<file path="src/rtl/db_mv_ram_ctrl_if.sv">
// Bus bundle for db_mv_ram_ctrl: MV write port, read stream, RAM pins.
// DB_MV_RAM_CLR_EN adds the clr_i command.
interface db_mv_ram_ctrl_if #(
    parameter int unsigned ADR_W = 6,
    parameter int unsigned DAT_W = 20
);
    logic             wr_val_i;
    logic [ADR_W-1:0] wr_adr_i;
    logic [DAT_W-1:0] wr_dat_i;
    logic             wr_rdy_o;
    logic             rd_start_i;
    logic             rd_busy_o;
    logic             rd_done_o;
    logic             rd_val_o;
    logic             rd_rdy_i;
    logic [ADR_W-1:0] rd_adr_o;
    logic [DAT_W-1:0] rd_dat_o;
    logic [ADR_W-1:0] ram_adr_o;
    logic             ram_cen_o;
    logic             ram_wen_o;
    logic [DAT_W-1:0] ram_wr_dat_o;
    logic [DAT_W-1:0] ram_rd_dat_i;
`ifdef DB_MV_RAM_CLR_EN
    logic             clr_i;
`endif

    // Controller side
    modport slave (
`ifdef DB_MV_RAM_CLR_EN
        input  clr_i,
`endif
        input  wr_val_i, wr_adr_i, wr_dat_i, rd_start_i, rd_rdy_i, ram_rd_dat_i,
        output wr_rdy_o, rd_busy_o, rd_done_o, rd_val_o, rd_adr_o, rd_dat_o,
               ram_adr_o, ram_cen_o, ram_wen_o, ram_wr_dat_o
    );

    // Producer / consumer / RAM side
    modport master (
`ifdef DB_MV_RAM_CLR_EN
        output clr_i,
`endif
        output wr_val_i, wr_adr_i, wr_dat_i, rd_start_i, rd_rdy_i, ram_rd_dat_i,
        input  wr_rdy_o, rd_busy_o, rd_done_o, rd_val_o, rd_adr_o, rd_dat_o,
               ram_adr_o, ram_cen_o, ram_wen_o, ram_wr_dat_o
    );
endinterface

</file>
<file path="src/rtl/db_mv_ram_ctrl.sv">
// Deblocking MV RAM access controller: idle-time writes, address-ordered read sweep
// through a 2-entry output buffer. Optional zero-fill pass under DB_MV_RAM_CLR_EN.
module db_mv_ram_ctrl #(
    parameter int unsigned ADR_W = 6,
    parameter int unsigned DAT_W = 20
) (
    input  logic            clk,
    input  logic            rstn,
    db_mv_ram_ctrl_if.slave bus
);
    localparam int unsigned DEPTH = 1 << ADR_W;
    localparam int unsigned CNT_W = ADR_W + 1;

    typedef enum logic [1:0] {
        ST_IDLE,
        ST_READ,
`ifdef DB_MV_RAM_CLR_EN
        ST_CLR,
`endif
        ST_DRAIN
    } state_t;

    typedef struct packed {
        logic [ADR_W-1:0] adr;
        logic [DAT_W-1:0] dat;
    } ent_t;

    state_t           state;
    logic [CNT_W-1:0] cnt;
    logic             inflight;
    logic [ADR_W-1:0] infl_adr;
    ent_t             buf0;
    ent_t             buf1;
    logic [1:0]       buf_cnt;
    logic             done_q;

    logic             pop_c;
    logic             issue_c;
    logic [2:0]       occ_c;
    ent_t             push_ent_c;

    // Issue only if the word can still land in the buffer after this cycle's pop
    always_comb begin
        pop_c          = (buf_cnt != 2'd0) && bus.rd_rdy_i;
        push_ent_c.adr = infl_adr;
        push_ent_c.dat = bus.ram_rd_dat_i;
        occ_c          = 3'(buf_cnt) + 3'(inflight) - 3'(pop_c);
        issue_c        = (state == ST_READ) && (cnt < CNT_W'(DEPTH)) && (occ_c < 3'd2);
    end

    always_comb begin
        bus.ram_cen_o    = 1'b1;
        bus.ram_wen_o    = 1'b1;
        bus.ram_adr_o    = '0;
        bus.ram_wr_dat_o = '0;
        case (state)
            ST_IDLE: begin
                if (bus.wr_val_i) begin
                    bus.ram_cen_o    = 1'b0;
                    bus.ram_wen_o    = 1'b0;
                    bus.ram_adr_o    = bus.wr_adr_i;
                    bus.ram_wr_dat_o = bus.wr_dat_i;
                end
            end
            ST_READ: begin
                if (issue_c) begin
                    bus.ram_cen_o = 1'b0;
                    bus.ram_adr_o = cnt[ADR_W-1:0];
                end
            end
`ifdef DB_MV_RAM_CLR_EN
            ST_CLR: begin
                bus.ram_cen_o = 1'b0;
                bus.ram_wen_o = 1'b0;
                bus.ram_adr_o = cnt[ADR_W-1:0];
            end
`endif
            default: ;
        endcase
    end

    assign bus.wr_rdy_o  = (state == ST_IDLE);
    assign bus.rd_busy_o = (state != ST_IDLE);
    assign bus.rd_done_o = done_q;
    assign bus.rd_val_o  = (buf_cnt != 2'd0);
    assign bus.rd_adr_o  = buf0.adr;
    assign bus.rd_dat_o  = buf0.dat;

    always_ff @(posedge clk or negedge rstn) begin
        if (!rstn) begin
            state    <= ST_IDLE;
            cnt      <= '0;
            inflight <= 1'b0;
            infl_adr <= '0;
            buf0     <= '0;
            buf1     <= '0;
            buf_cnt  <= '0;
            done_q   <= 1'b0;
        end else begin
            done_q   <= 1'b0;
            inflight <= issue_c;
            if (issue_c) begin
                infl_adr <= cnt[ADR_W-1:0];
            end
            buf_cnt <= buf_cnt + 2'(inflight) - 2'(pop_c);

            // buf0 is the head; the word read last cycle lands behind whatever survives the pop
            if (inflight && pop_c) begin
                if (buf_cnt == 2'd2) begin
                    buf0 <= buf1;
                    buf1 <= push_ent_c;
                end else begin
                    buf0 <= push_ent_c;
                end
            end else if (pop_c) begin
                buf0 <= buf1;
            end else if (inflight) begin
                if (buf_cnt == 2'd0) begin
                    buf0 <= push_ent_c;
                end else begin
                    buf1 <= push_ent_c;
                end
            end

            case (state)
                ST_IDLE: begin
`ifdef DB_MV_RAM_CLR_EN
                    if (bus.clr_i) begin
                        state <= ST_CLR;
                        cnt   <= '0;
                    end else
`endif
                    if (bus.rd_start_i) begin
                        state <= ST_READ;
                        cnt   <= '0;
                    end
                end
                ST_READ: begin
                    if (issue_c) begin
                        cnt <= cnt + CNT_W'(1);
                        if (cnt == CNT_W'(DEPTH - 1)) begin
                            state <= ST_DRAIN;
                        end
                    end
                end
                ST_DRAIN: begin
                    // Leave when the buffer empties at this edge so done and IDLE coincide
                    if (!inflight && (buf_cnt == 2'(pop_c))) begin
                        state  <= ST_IDLE;
                        done_q <= 1'b1;
                    end
                end
`ifdef DB_MV_RAM_CLR_EN
                ST_CLR: begin
                    cnt <= cnt + CNT_W'(1);
                    if (cnt == CNT_W'(DEPTH - 1)) begin
                        state <= ST_IDLE;
                    end
                end
`endif
                default: state <= ST_IDLE;
            endcase
        end
    end
endmodule

</file>
<file path="src/flat_wrapper.sv">
// flat-port wrapper written by rule: the top's interface ports become plain ports
module db_mv_ram_ctrl_flat 
#(
    parameter int unsigned ADR_W = 6,
    parameter int unsigned DAT_W = 20
)
  (clk, rstn, bus_wr_val_i, bus_wr_adr_i, bus_wr_dat_i, bus_rd_start_i, bus_rd_rdy_i, bus_ram_rd_dat_i, bus_wr_rdy_o, bus_rd_busy_o, bus_rd_done_o, bus_rd_val_o, bus_rd_adr_o, bus_rd_dat_o, bus_ram_adr_o, bus_ram_cen_o, bus_ram_wen_o, bus_ram_wr_dat_o);
  db_mv_ram_ctrl_if #(.ADR_W(ADR_W), .DAT_W(DAT_W)) bus_i ();
  input  logic clk;
  input  logic rstn;
  input wire logic [$bits(bus_i.wr_val_i)-1:0] bus_wr_val_i;
  input wire logic [$bits(bus_i.wr_adr_i)-1:0] bus_wr_adr_i;
  input wire logic [$bits(bus_i.wr_dat_i)-1:0] bus_wr_dat_i;
  input wire logic [$bits(bus_i.rd_start_i)-1:0] bus_rd_start_i;
  input wire logic [$bits(bus_i.rd_rdy_i)-1:0] bus_rd_rdy_i;
  input wire logic [$bits(bus_i.ram_rd_dat_i)-1:0] bus_ram_rd_dat_i;
  output wire logic [$bits(bus_i.wr_rdy_o)-1:0] bus_wr_rdy_o;
  output wire logic [$bits(bus_i.rd_busy_o)-1:0] bus_rd_busy_o;
  output wire logic [$bits(bus_i.rd_done_o)-1:0] bus_rd_done_o;
  output wire logic [$bits(bus_i.rd_val_o)-1:0] bus_rd_val_o;
  output wire logic [$bits(bus_i.rd_adr_o)-1:0] bus_rd_adr_o;
  output wire logic [$bits(bus_i.rd_dat_o)-1:0] bus_rd_dat_o;
  output wire logic [$bits(bus_i.ram_adr_o)-1:0] bus_ram_adr_o;
  output wire logic [$bits(bus_i.ram_cen_o)-1:0] bus_ram_cen_o;
  output wire logic [$bits(bus_i.ram_wen_o)-1:0] bus_ram_wen_o;
  output wire logic [$bits(bus_i.ram_wr_dat_o)-1:0] bus_ram_wr_dat_o;
  assign bus_i.wr_val_i = bus_wr_val_i;
  assign bus_i.wr_adr_i = bus_wr_adr_i;
  assign bus_i.wr_dat_i = bus_wr_dat_i;
  assign bus_i.rd_start_i = bus_rd_start_i;
  assign bus_i.rd_rdy_i = bus_rd_rdy_i;
  assign bus_i.ram_rd_dat_i = bus_ram_rd_dat_i;
  assign bus_wr_rdy_o = bus_i.wr_rdy_o;
  assign bus_rd_busy_o = bus_i.rd_busy_o;
  assign bus_rd_done_o = bus_i.rd_done_o;
  assign bus_rd_val_o = bus_i.rd_val_o;
  assign bus_rd_adr_o = bus_i.rd_adr_o;
  assign bus_rd_dat_o = bus_i.rd_dat_o;
  assign bus_ram_adr_o = bus_i.ram_adr_o;
  assign bus_ram_cen_o = bus_i.ram_cen_o;
  assign bus_ram_wen_o = bus_i.ram_wen_o;
  assign bus_ram_wr_dat_o = bus_i.ram_wr_dat_o;
  db_mv_ram_ctrl #(.ADR_W(ADR_W), .DAT_W(DAT_W)) u_core (.clk(clk), .rstn(rstn), .bus(bus_i));
endmodule
</file>
<file path="config.mk">
export PLATFORM = sky130hd
export DESIGN_NAME = db_mv_ram_ctrl_flat
export DESIGN_NICKNAME = d
export VERILOG_FILES = /design/src/rtl/db_mv_ram_ctrl_if.sv /design/src/rtl/db_mv_ram_ctrl.sv /design/src/flat_wrapper.sv
export SDC_FILE = /design/constraint.sdc
export NUM_CORES = 1
export LEC_CHECK = 0
export BUFFER_PORTS_ARGS = -buffer_cell sky130_fd_sc_hd__buf_2
export CORE_UTILIZATION = 35
export CTS_CLUSTER_SIZE = 28
export DETAILED_ROUTE_END_ITERATION = 6
export GPL_TIMING_DRIVEN = 0
export HOLD_SLACK_MARGIN = 0.05
export PLACE_DENSITY = 0.7
export SETUP_SLACK_MARGIN = 0.3
export SYNTH_ARGS = -nofsm -noshare
export SYNTH_HDL_FRONTEND = slang
export SYNTH_SLANG_ARGS = --single-unit
export TNS_END_PERCENT = 5
</file>
<file path="constraint.sdc">
create_clock -name clk -period 3.55 [get_ports clk]
set_clock_uncertainty 0.1 [all_clocks]
set_input_delay 0.355 -clock clk [delete_from_list [all_inputs] [get_ports clk]]
set_output_delay 0.355 -clock clk [all_outputs]
set_load 0.01 [all_outputs]
</file>
==> metrics.md <==
| Metric | Value |
|---|---|
| Placed instance count | 560 |
| Main area contributors after synthesis | dfrtp_1, mux2_2, nand3b_1, a31oi_1, nor3_1 |
| Synth cell types | 42 |
| Fmax achieved | 305.6 MHz |
| Die width | 102.0 um |
| Share of cells above drive strength 1 | 40.13% |
| FF+latch count, synth | 71 |
| Vias in the first global route | 2,886 |
| Global-route wire length before repair | 13.43 mm |
| CP required | 3090 ps |
| DR pass1 iterations | 4 |
| P&R area growth vs syn | 29.83% |
| Final instance area | 4542 um2 |
| Initial cell density of the core | 35.96% |
| LEAKAGE | 2.108 nW |
| Row count | 36 |
| Outcome | completed |
| Post-synth top flop | dfrtp_1 |
| Post-route DRC | 0 |
| Initial antenna violation count | 0 |
| Post-synthesis instance total | 319 |
| Clk_lat worst skew | 360 ps |
| Sink Count | 71 |
| Area after DPL | 4208 um2 |
| Hold path depth | 2 |
| GRT Total Usage | 16.82% |
| Tcrit/Tclk final | 92.17% |
| EDFF count, synth | 0 |
| Root Buffer | clkbuf_8 |
| Seq/Total Area, Yosys | 50.79% |
| Die Height | 102.0 um |
| Reg-to-Reg End | u_core.infl_adr[3] |
| I/O pin cnt | 109 |
| Internal power | 0.002635 W |
| Comb power frac | 47.9% |
| Final Hold Vio Count | 0 |
| Fillers | 956 |
| Seq pwr share | 34.8% |
| Pre-CTS setup slack | -286.5 ps |
| Warnings, synthesis | 0 |
| Kind of critical path | reg -> out |
| CTS H-tree depth | 3 |
| Routed Antenna Nets | 0 |
| Number of buffers created by CTS | 9 |
| Pwr Density | 922.0 nW/um2 |
| Clock power frac | 17.3% |
| Worst R2R Path Depth | 12 |
| Count of final setup violators | 0 |
| Commonest cells after routing, fill and taps aside | buf_2, dfrtp_1, mux2_2, nor3_1, o21ai_0 |
| Min-Delay Path Class | in -> reg |
| Routed WL | 8.091 mm |
| RR Startpoint | u_core.buf_cnt[1] |
| Post-detail-place hpwl | 5.756 mm |
| Pin count of the biggest net entering global routing | 72 |
| Commonest non-fill, non-tap cell in the layout | buf_2 |
| Clk buf depth | 2 |
| Full die area | 10,400 um2 |
| Slew HR | 41.13% |
| Power after layout | 0.004187 W |
| Net count, final | 500 |
| Synth async-reset ratio | 100.0% |
| Clk pin slew, worst setup/hold paths | 80 ps |
| Net Sw Power | 0.001553 W |
| Max Fanout on Critical Path | 8 |
| CTS tree | done |
| Syn Area/Cell | 10.97 um2 |
| Worst VDD drop | 0.3392 mV |
| Hold Path End | u_core.buf1[7] |
| Top cell type's share of synthesized area | 50.79% |
| Post-DR wirelength/cell | 13.85 um |
| Vias/cell | 5.067 |
| Unrepaired setup endpoints after global routing | true |
| Crit. End Element | output pin |
| Worst setup SP type | flop |
| Grt ovf | 0 |
| Mapped cell area | 3498 um2 |
| Max-slew violations | 0 |
| # diodes | 0 |
| Syn_nets | 373 |
| DRT iter0 DRCs | 55 |
| Critical path data arrival time | 2820 ps |
| Min setup slack post-route | 278.0 ps |
| Hold_sp | bus_ram_rd_dat_i[7] |
| Core Area | 9729 um2 |
| Minimum clock period | 3272 ps |
| Input/output buffers | 108 |
| Area leader, netlist | dfrtp_1 |
| MaxCap Viol Count | 0 |
| R2r setup slk | 770 ps |
| Total number of vias | 2,959 |
| Slew @ Worst Pin | 883.1 ps |
| Post-Layout Cell Count | 584 |
| GP Congestion | 0.7954 |
| Net Sw Frac | 37.08% |
## stage by stage
step / setup TNS [ps] / utilization [%] / hold slack, ps
6_report: 0 / 46.68 / 122.9
5_1_grt: 0 / 46.68 / 128.7
4_1_cts: 0 / 46.53 / 110.3
3_5_place_dp: -1774 / 43.25 / 373.1
3_3_place_gp: -1481 / 43.22 / 364.8
2_1_floorplan: 0 / - / -40.59
## cell families after synthesis
family                   Yosys count  share of synthesized area [%]
multiplexers                      37                          11.73
AO/OA/AOI/OAI                     66                          11.87
AND/OR/NAND/NOR                  104                          18.21
flip-flops                        71                          50.79
XOR/XNOR                           2                         0.7155
adder cells (fa/ha/maj)            3                          1.287
buffers and inverters             36                          5.400
## worst max-delay path by stage
stage	cells past startpoint	slack, ps	from	end
after floorplan	12	310	u_core.buf_cnt[1]	bus_ram_adr_o[0]
after global placement	13	-250	u_core.buf_cnt[1]	bus_ram_adr_o[0]
after detailed placement	13	-290	u_core.buf_cnt[1]	bus_ram_adr_o[0]
after CTS	13	260	u_core.buf_cnt[1]	bus_ram_adr_o[0]
after global routing	13	130	u_core.buf_cnt[1]	bus_ram_adr_o[0]
final	12	280	u_core.buf_cnt[1]	bus_ram_adr_o[5]
## final cells by class
| class | instances | area [um2] | area share (%) |
|---|---|---|---|
| multi-input cells | 212 | 1556 | 34.27 |
| repair buffers | 116 | 605.6 | 13.33 |
| clock buffers | 11 | 141.4 | 3.113 |
| clock inverters | 5 | 81.33 | 1.791 |
| well taps | 133 | 166.4 | 3.664 |
| plain buffers | 30 | 190.2 | 4.187 |
| flip-flops and latches | 71 | 1778 | 39.15 |
| inverters | 6 | 22.52 | 0.4959 |
## routing by layer
metal	track usage (%)	up-vias	routed length [um]
li1	-	1420	-
met1	20.56	1415	3736
met2	28.65	111	3727
met3	3.283	13	478
met4	7.802	0	148
met5	0	-	0
## critical path, stage by stage, from the launching register on
cell      delay, ps
dfrtp_1         390
buf_6           150
o21ai_4         130
clkbuf_8        150
xnor2_1         110
ha_1            160
inv_1            50
fa_1            440
xor2_4          290
nor2_4           80
buf_4           160
a22o_1          210
buf_2           130
## synthesized netlist by cell type (all sizes together) (3+ instances only)
library cell and count:
o21ai 29, nand3b 26, a22o 6, clkbuf 20, nor3 28, nand2 7
buf 10, inv 6, and3 20, mux2i 5, a31oi 26, mux2 32
nand2b 3, nor2 4, nor4 3, dfrtp 71
## registers in the layout (all words and copies together) (netlist names)
| register | cells |
|---|---|
| u_core.buf1 | 26 |
| u_core.buf_cnt | 2 |
| u_core.bus.rd_adr_o | 6 |
| u_core.bus.rd_dat_o | 20 |
| u_core.bus.rd_done_o | 1 |
| u_core.cnt | 7 |
| u_core.infl_adr | 6 |
| u_core.inflight | 1 |
| u_core.state | 2 |
## repair_timing
| action | in CTS | in global routing |
|---|---|---|
| setup endpoints to repair | 21 | 7 |
| hold endpoints to repair | 11 | 0 |
| gates cloned | 0 | 1 |
| buffers inserted | 5 | 1 |
| hold buffers | 1 | 0 |
| pin swaps | 3 | 0 |
| gates resized for setup | 11 | 1 |
## power by group through the flow
stage	registers [W]	clock network [W]	logic [W]
after floorplan	0.00148	0	0.00123
after global placement	0.00145	0	0.00176
final	0.00146	0.000722	0.00201
after detailed placement	0.00147	0	0.00180
after global routing	0.00152	0.000770	0.00223
after CTS	0.00146	0.000739	0.00197
Note: power is estimated with default switching activity, not from simulation.
